<file path="src/rtl/mac_rx_parser.sv">
// Receive MAC stage: strips preamble/SFD, filters destination address, checks the FCS,
// strips it, and streams the frame out with last/error flags plus good/bad frame counters.
module mac_rx_parser #(
    parameter logic [47:0] LOCAL_MAC   = 48'h00_0A_35_00_01_02,
    parameter bit          PROMISCUOUS = 1'b0,
    parameter int unsigned MIN_FRAME   = 64,
    parameter int unsigned MAX_FRAME   = 1522
) (
    input  logic        sys_clk,
    input  logic        sys_rst,
    input  logic [7:0]  phy_rxd_in,
    input  logic        phy_rvalid_in,
    output logic        phy_rready_out,
    input  logic        phy_rerr_in,
    output logic [7:0]  mac_rdata_out,
    output logic        mac_rvalid_out,
    output logic        mac_rlast_out,
    output logic        mac_rerr_out,
    output logic [15:0] stat_good_cnt,
    output logic [15:0] stat_bad_cnt
);

    localparam logic [31:0] CrcResidue = 32'hDEBB20E3;
    localparam logic [10:0] MinLen     = 11'(MIN_FRAME);
    localparam logic [10:0] MaxLen     = 11'(MAX_FRAME);

    typedef enum logic [1:0] {StIdle, StPreamble, StData, StDrop} state_e;

    state_e      state_q;
    logic [31:0] crc_q;
    logic [10:0] cnt_q;
    logic        err_q;
    logic [47:0] addr_q;
    logic [7:0]  dly_q [5];

    logic        accept;
    logic [31:0] crc_next;
    logic [47:0] dst_full;
    logic        addr_ok;
    logic        frame_bad;

    // Reflected CRC-32, LSB first.
    function automatic logic [31:0] crc_byte(input logic [31:0] c, input logic [7:0] d);
        logic [31:0] r;
        r = c ^ {24'h0, d};
        for (int i = 0; i < 8; i++) begin
            r = r[0] ? ((r >> 1) ^ 32'hEDB88320) : (r >> 1);
        end
        return r;
    endfunction

    assign phy_rready_out = ~sys_rst;
    assign accept         = phy_rvalid_in & phy_rready_out;
    assign crc_next       = crc_byte(crc_q, phy_rxd_in);
    assign dst_full       = {addr_q[39:0], phy_rxd_in};
    assign addr_ok        = PROMISCUOUS || (dst_full == LOCAL_MAC) || (dst_full == 48'hFFFF_FFFF_FFFF);
    assign frame_bad      = (crc_q != CrcResidue) || err_q || (cnt_q < MinLen) || (cnt_q > MaxLen);

    always_ff @(posedge sys_clk or posedge sys_rst) begin
        if (sys_rst) begin
            state_q        <= StIdle;
            crc_q          <= 32'hFFFF_FFFF;
            cnt_q          <= '0;
            err_q          <= 1'b0;
            addr_q         <= '0;
            for (int i = 0; i < 5; i++) dly_q[i] <= '0;
            mac_rdata_out  <= '0;
            mac_rvalid_out <= 1'b0;
            mac_rlast_out  <= 1'b0;
            mac_rerr_out   <= 1'b0;
            stat_good_cnt  <= '0;
            stat_bad_cnt   <= '0;
        end else begin
            mac_rvalid_out <= 1'b0;
            mac_rlast_out  <= 1'b0;
            mac_rerr_out   <= 1'b0;
            case (state_q)
                StIdle: begin
                    if (accept) state_q <= (phy_rxd_in == 8'h55) ? StPreamble : StDrop;
                end
                StPreamble: begin
                    if (!phy_rvalid_in) begin
                        state_q <= StIdle;
                    end else if (accept) begin
                        if (phy_rxd_in == 8'hD5) begin
                            state_q <= StData;
                            crc_q   <= 32'hFFFF_FFFF;
                            cnt_q   <= '0;
                            err_q   <= 1'b0;
                        end else if (phy_rxd_in != 8'h55) begin
                            state_q <= StDrop;
                        end
                    end
                end
                StData: begin
                    if (!phy_rvalid_in) begin
                        state_q <= StIdle;
                        // Fewer than 6 bytes means the address was never decided.
                        if (cnt_q >= 11'd6) begin
                            mac_rvalid_out <= 1'b1;
                            mac_rlast_out  <= 1'b1;
                            mac_rerr_out   <= frame_bad;
                            mac_rdata_out  <= dly_q[0];
                            if (frame_bad) stat_bad_cnt  <= stat_bad_cnt + 16'd1;
                            else           stat_good_cnt <= stat_good_cnt + 16'd1;
                        end else begin
                            stat_bad_cnt <= stat_bad_cnt + 16'd1;
                        end
                    end else if (accept) begin
                        crc_q <= crc_next;
                        if (cnt_q != 11'h7FF) cnt_q <= cnt_q + 11'd1;
                        if (phy_rerr_in) err_q <= 1'b1;
                        for (int i = 0; i < 4; i++) dly_q[i] <= dly_q[i+1];
                        dly_q[4] <= phy_rxd_in;
                        if (cnt_q < 11'd6) addr_q <= dst_full;
                        if ((cnt_q == 11'd5) && !addr_ok) begin
                            state_q <= StDrop;
                        end else if (cnt_q >= 11'd5) begin
                            mac_rvalid_out <= 1'b1;
                            mac_rdata_out  <= dly_q[0];
                        end
                    end
                end
                StDrop: begin
                    if (!phy_rvalid_in) state_q <= StIdle;
                end
                default: state_q <= StIdle;
            endcase
        end
    end

endmodule
</file>
<file path="config.mk">
export PLATFORM = sky130hd
export DESIGN_NAME = mac_rx_parser
export DESIGN_NICKNAME = d
export VERILOG_FILES = /design/src/rtl/mac_rx_parser.sv
export SDC_FILE = /design/constraint.sdc
export NUM_CORES = 1
export LEC_CHECK = 0
export CORE_MARGIN = 8
export CORE_UTILIZATION = 35
export CTS_BUF_LIST = sky130_fd_sc_hd__clkbuf_16
export CTS_CLUSTER_DIAMETER = 40
export DETAILED_ROUTE_END_ITERATION = 7
export PLACE_DENSITY = 0.62
export REMOVE_ABC_BUFFERS = 1
export SKIP_CTS_REPAIR_TIMING = 1
export SLEW_MARGIN = 20
export SYNTH_ARGS = -nofsm -noshare
export SYNTH_HDL_FRONTEND = slang
export SYNTH_SLANG_ARGS = --single-unit
</file>
<file path="constraint.sdc">
create_clock -name sys_clk -period 5.1 [get_ports sys_clk]
set_input_delay 0.765 -clock sys_clk [delete_from_list [all_inputs] [get_ports sys_clk]]
set_output_delay 0.765 -clock sys_clk [all_outputs]
set_load 0.005 [all_outputs]
</file>
==> impl_metrics.yaml, run 1 <==
global_routing:
  grt.total_usage: 0.126
  antenna_found_initial: 0
  grt_max_degree: 65
  grt_pass1_vias: 5019
  overflow: 0
  grt_pass1_wl_um: 27100
placement:
  dp_hpwl_um: 11200
  routabilityCongestion: 0.807
  portBuffers: 55
  dpl.cell_count: 955
route:
  vias_per_cell: 4.99
  ant_nets: 0
  route.detailed.drc: 0
  first_pass_iters: 4
  num_vias: 4928
  routed_wl_um: 16100
  post_drt_wl_per_cell_um: 16.3
  drt_iter0_markers: 402
critical_path:
  path_cells: "clkdlybuf4s50_1 > inv_6 > nand2_1 > nor2_4 > nand3_2 > mux2_2"
  critPathMaxStageDelay_ns: 0.74
  cp-end-kind: "flop"
  critical_path.startpoint_type: "input pin"
  required_ns: 5.41
  slowest_stage: "nand3_2"
  cp_max_fo: 46
  worst-setup-path-type: "input pin to flop"
  crit_arrival_ns: 3.48
synthesis:
  synth_area_um2: 7710
  ys.flop_type: "dfrtp_1"
  synth_cells: 635
  ys_warn_count: 0
  synth_edf_count: 0
  ys_seq_elements: 169
  ys_seq_area_frac: 0.553
  ys_async_sr_fraction: 1.00
  synth_most_common_cell: "dfrtp_1"
  synth.top_cell.area_share: 0.444
  avgSynthCellArea_um2: 12.1
  synth_area_leaders: "dfrtp_1 44%, mux2_2 13%, dfstp_2 11%"
  synth_cell_types: 48
  synth_top_area_cell: "dfrtp_1"
  yosys-top-cells-count: "137 x dfrtp_1, 89 x mux2_2, 61 x xnor2_1"
min_path:
  hp-class: "flop to flop"
floorplan:
  die_x_um: 164
  die_h_um: 164
  start_util: 0.355
  die-area_um2: 27000
  core_um2: 21800
  io_pins: 56
  num_rows: 54
clock_network:
  clkLatencyLatePin_ns: 0.44
  clk_path_buf_depth: 2
  clockRootBuffer: "clkbuf_16"
  cts_tree: "built"
  htreeDepth: 4
  numCtsBuffers: 17
  cts_sinks: 169
  clk_pin_slew_worst_paths_ns: 0.08
power_and_ir_drop:
  p_switching_mw: 1.88
  share_comb_of_total_power: 0.338
  ir_drop_v: 0.000252
  internal-power_mw: 3.52
  seqPwrFrac: 0.421
  sw_frac_of_total: 0.349
  clkPwrFrac: 0.242
  leakage_nw: 3.88
  power_mw: 5.40
  p_per_area_nw_per_um2: 587
layout:
  fin_cells: 987
  synthToLayoutAreaGrowth_pct: 19.2
  n_antenna_cell: 0
  nets: 710
  n_fill_cell: 2058
  final_layout_size_suffix_gt1_frac: 0.246
sta:
  tightestPinTransition_ns: 1.02
  final.setup_skew_ns: 0.0165
  rsz0062_at_grt: "false"
  drv_slew: 0
  hold_viol: 0
  min_period_over_period: 0.622
  relSlewSlack: 0.320
  setup_violations: 0
  clock.fmax_mhz: 315
  period_needed_ns: 3.17
job:
  maxCapViolations: 0
status:
  status: "finished, final reports clean"
-- placed cells by master, fill, tap and decap left out, types with 4 or more instances in the layout --
cell	netlist	final
dfstp_2	32	32
nand2_1	26	26
clkbuf_16	0	17
nor2_1	55	53
dfrtp_1	137	137
nor4_1	16	16
and4_1	8	8
xnor2_1	61	61
clkdlybuf4s50_1	0	55
inv_1	8	7
nor3_1	11	11
a31oi_1	4	4
nand4_1	19	19
inv_6	0	4
inv_8	0	4
and3_1	8	8
o21ai_0	7	7
nand3_1	14	13
a21oi_1	32	32
mux2_2	89	89
ha_1	4	4
buf_4	0	6
xor2_1	41	41
or3_1	6	6
-- worst max-delay path, delay by kind of cell --
kind	cells	cell delay, ns
muxes	1	0.59
and+or+nand+nor	3	1.15
buffers and inverters	2	0.93
-- stage by stage --
step / worst slack [ns] / TNS [ns] / util / hold slack [ns] / instance area, µm²
floorplan: -5.29 / -503.50 / - / 0.465 / 7620
detailed placement: 1.44 / 0 / 0.395 / 0.459 / 8590
finish: 1.93 / 0 / 0.423 / 0.467 / 9200
global route: 1.62 / 0 / 0.423 / 0.494 / 9200
CTS: 1.88 / 0 / 0.423 / 0.471 / 9200
global placement: 1.47 / 0 / 0.395 / 0.458 / 8590
-- path summary, 6_finish.rpt --
path	slack, ns	start	endpoint	depth (start not counted)
setup / recovery	1.93	sys_rst	addr_q[10]	6
hold / removal	0.47	stat_bad_cnt[15]	stat_bad_cnt[15]	1
setup reg to reg	2.15	crc_q[30]	stat_bad_cnt[13]	6
hold reg to reg	0.47	stat_bad_cnt[15]	stat_bad_cnt[15]	1
max in group asynchronous	2.30	sys_rst	addr_q[7]	4
min in group asynchronous	0.84	sys_rst	stat_bad_cnt[3]	2
-- layout make-up --
cell class,instances,area (µm²),area share
clock buffer,17,425,0.0463
clock inverter,15,179,0.0195
inverter,8,35.0,0.00381
multi-input combinational,437,3340,0.363
sequential,169,4270,0.464
tap,280,350,0.0381
timing repair buffer,61,596,0.0648
-- state kept, by name, summed over array words and instances, names as in the netlist --
| name | count |
|---|---|
| addr_q | 40 |
| dly_q | 40 |
| crc_q | 32 |
| stat_bad_cnt | 16 |
| stat_good_cnt | 16 |
| cnt_q | 11 |
| mac_rdata_out | 8 |
| state_q | 2 |
| err_q | 1 |
| mac_rerr_out | 1 |
| mac_rlast_out | 1 |
| mac_rvalid_out | 1 |
-- power groups by stage --
stage	logic [mW]	registers [mW]	clock network, mW
6_report	1.82	2.27	1.31
5_1_grt	2.00	2.34	1.39
4_1_cts	1.83	2.27	1.34
3_5_place_dp	1.82	2.29	0
3_3_place_gp	1.79	2.29	0
2_1_floorplan	1.48	2.16	0
-- layer usage --
metal / share of wire / up-vias / GRT usage / wire, µm
li1: - / 2363 / - / -
met5: 0 / - / 0 / 0
met1: 0.48 / 2447 / 0.174 / 7790
met4: 0.018 / 0 / 0.0475 / 287
met3: 0.045 / 18 / 0.0262 / 725
met2: 0.45 / 100 / 0.192 / 7280
-- cells by family after synthesis --
logic type | Yosys count | share of synthesized area
AO/OA/AOI/OAI | 54 | 0.0431
XOR/XNOR | 104 | 0.120
adder cells (fa/ha/maj) | 4 | 0.00649
buffers and inverters | 29 | 0.0156
flip-flops | 169 | 0.553
multiplexers | 91 | 0.133
AND/OR/NAND/NOR | 184 | 0.129
Power figures use the tool's default switching activity.
==> run 2: changes to the inputs <==
--- a/config.mk
+++ b/config.mk
@@ -10,7 +10,7 @@
 export CTS_BUF_LIST = sky130_fd_sc_hd__clkbuf_16
 export CTS_CLUSTER_DIAMETER = 40
 export DETAILED_ROUTE_END_ITERATION = 7
-export PLACE_DENSITY = 0.62
+export PLACE_DENSITY = 0.6
 export REMOVE_ABC_BUFFERS = 1
 export SKIP_CTS_REPAIR_TIMING = 1
 export SLEW_MARGIN = 20
==> constraint.sdc (replaced) <==
create_clock -name sys_clk -period 3.3 [get_ports sys_clk]
set_input_delay 0.495 -clock sys_clk [delete_from_list [all_inputs] [get_ports sys_clk]]
set_output_delay 0.495 -clock sys_clk [all_outputs]
set_load 0.005 [all_outputs]
==> run 2 against run 1 <==
Compared with the run above: total power is 56% higher; worst setup slack got worse by 1.4 ns; highest routed layer unchanged; first-iteration DRC count fell by 41%; non-clock buffer count up 17; clock skew is 0.0071 ns lower; register-to-register slack got worse by 1.7 ns; sequential share of layout area decreased by 0.46 points; count of clock-buffer cells in the layout stayed put; cell area up 0.99%.
==> impl_metrics.yaml, run 2 (synthesized netlist as in run 1, its figures left out) <==
status:
  status: "finished, final reports clean"
sta:
  whs_ns: 0.485
  drv_slew: 0
  setup_violations: 0
  min_period_over_period: 0.850
  relSlewSlack: 0.329
  rsz0062_at_grt: "false"
  period_needed_ns: 2.80
  final.setup_skew_ns: 0.00942
  hold_viol: 0
  tightestPinTransition_ns: 1.01
  finalSetupTns_ns: 0
  clock.fmax_mhz: 357
placement:
  dp_hpwl_um: 11900
  portBuffers: 55
  routabilityCongestion: 0.862
  dpl.cell_count: 972
critical_path:
  critical_path.startpoint_type: "flop"
  cp-end-kind: "flop"
  required_ns: 3.65
  critPathTopFamily: "simple AND/OR/NAND/NOR gates"
  crit_arrival_ns: 3.15
  cp_num_buf_inv: 0
  cp_max_fo: 8
  slowest_stage: "a2111oi_4"
  path_cells: "nor4bb_1 > nand4_1 > a2111oi_4 > nand3_2 > nor3_1 > xor2_1"
  reg2reg_from: "crc_q[30]"
  worstSetupStartpoint: "crc_q[30]"
  critPathMaxStageDelay_ns: 0.61
  worst-setup-path-type: "flop to flop"
layout:
  n_antenna_cell: 0
  synthToLayoutAreaGrowth_pct: 20.4
  final_cell_mix: "137 x dfrtp_1, 89 x mux2_2, 61 x xnor2_1"
  mostFrequentLayoutCell: "dfrtp_1"
  top_regs: "addr_q x40, dly_q x40, crc_q x32"
  final_layout_size_suffix_gt1_frac: 0.257
  fin_cells: 1003
  nets: 727
route:
  post_drt_wl_per_cell_um: 16.9
  vias_per_cell: 5.11
  route.detailed.drc: 0
  routed_wl_um: 16900
  ant_nets: 0
  first_pass_iters: 6
  num_vias: 5126
  drt_iter0_markers: 236
clock_network:
  cts_sinks: 169
  clockRootBuffer: "clkbuf_16"
  clk_path_buf_depth: 2
  clk_pin_slew_worst_paths_ns: 0.07
  clkLatencyLatePin_ns: 0.43
  numCtsBuffers: 17
  htreeDepth: 4
  cts_tree: "built"
job:
  maxCapViolations: 0
floorplan:
  die_x_um: 164
  num_rows: 54
  io_pins: 56
  die_h_um: 164
  start_util: 0.355
  die-area_um2: 27000
  core_um2: 21800
power_and_ir_drop:
  leakage_nw: 3.95
  p_per_area_nw_per_um2: 905
  power_mw: 8.41
  ir_drop_v: 0.000420
min_path:
  hp-class: "flop to flop"
  min_from: "stat_good_cnt[8]"
global_routing:
  globalRouteMet1Util: 0.173
  busiest_layer: "met2"
  overflow: 0
  grt_pass1_wl_um: 28100
  grt.total_usage: 0.131
  grt_max_degree: 171
  gr-usage-met2: 0.209
  antenna_found_initial: 0
  grt_pass1_vias: 5249
  use_met3: 0.0307
[run 2: cell types whose count changed in the layout (fill, tap and decap cells not counted), moves of 2 or more]
cell,before,now
inv_6,4,2
inv_8,4,0
inv_1,7,9
clkinv_2,0,2
buf_4,6,22
clkinv_8,3,0
[run 2: area by class of cell]
cell class                 instances  area [µm²]
multi-input combinational        437        3340
clock inverter                    14         135
clock buffer                      17         425
tap                              280         350
sequential                       169        4270
inverter                           8        35.0
timing repair buffer              78         736
fill                            2003       12500
[run 2: path summary, 6_finish.rpt]
check	slack [ns]	cells after the start	endpoint
worst min-delay path	0.49	1	stat_good_cnt[8]
min in group asynchronous	0.81	3	stat_bad_cnt[15]
worst max-delay path	0.50	6	stat_good_cnt[15]
worst min register to register	0.49	1	stat_good_cnt[8]
max in group asynchronous	1.67	3	addr_q[14]
worst max register to register	0.50	6	stat_good_cnt[15]
[run 2: worst register-to-register path, stage by stage (launching register included)]
cell and delay, ns:
dfstp_2 0.56, nor4bb_1 0.49, nand4_1 0.32, a2111oi_4 0.61, nand3_2 0.29, nor3_1 0.28, xor2_1 0.18
[run 2: metal layers]
metal | share of wire | vias up
met5 | 0 | -
met4 | 0.014 | 0
met3 | 0.051 | 21
met2 | 0.48 | 120
met1 | 0.46 | 2599
li1 | - | 2386
[run 2: power by group]
group	internal (mW)	switching [mW]	total [mW]
sequential	2.90	0.645	3.55
clock	1.10	0.819	1.92
combinational	1.53	1.41	2.94
[run 2: stage by stage]
step	instance area (µm²)	util	setup slack (ns)
after floorplan	7620	-	-6.82
after global placement	8730	0.401	0.260
after detailed placement	8730	0.401	0.240
after CTS	9290	0.427	0.522
after global routing	9290	0.427	0.314
final	9290	0.427	0.497
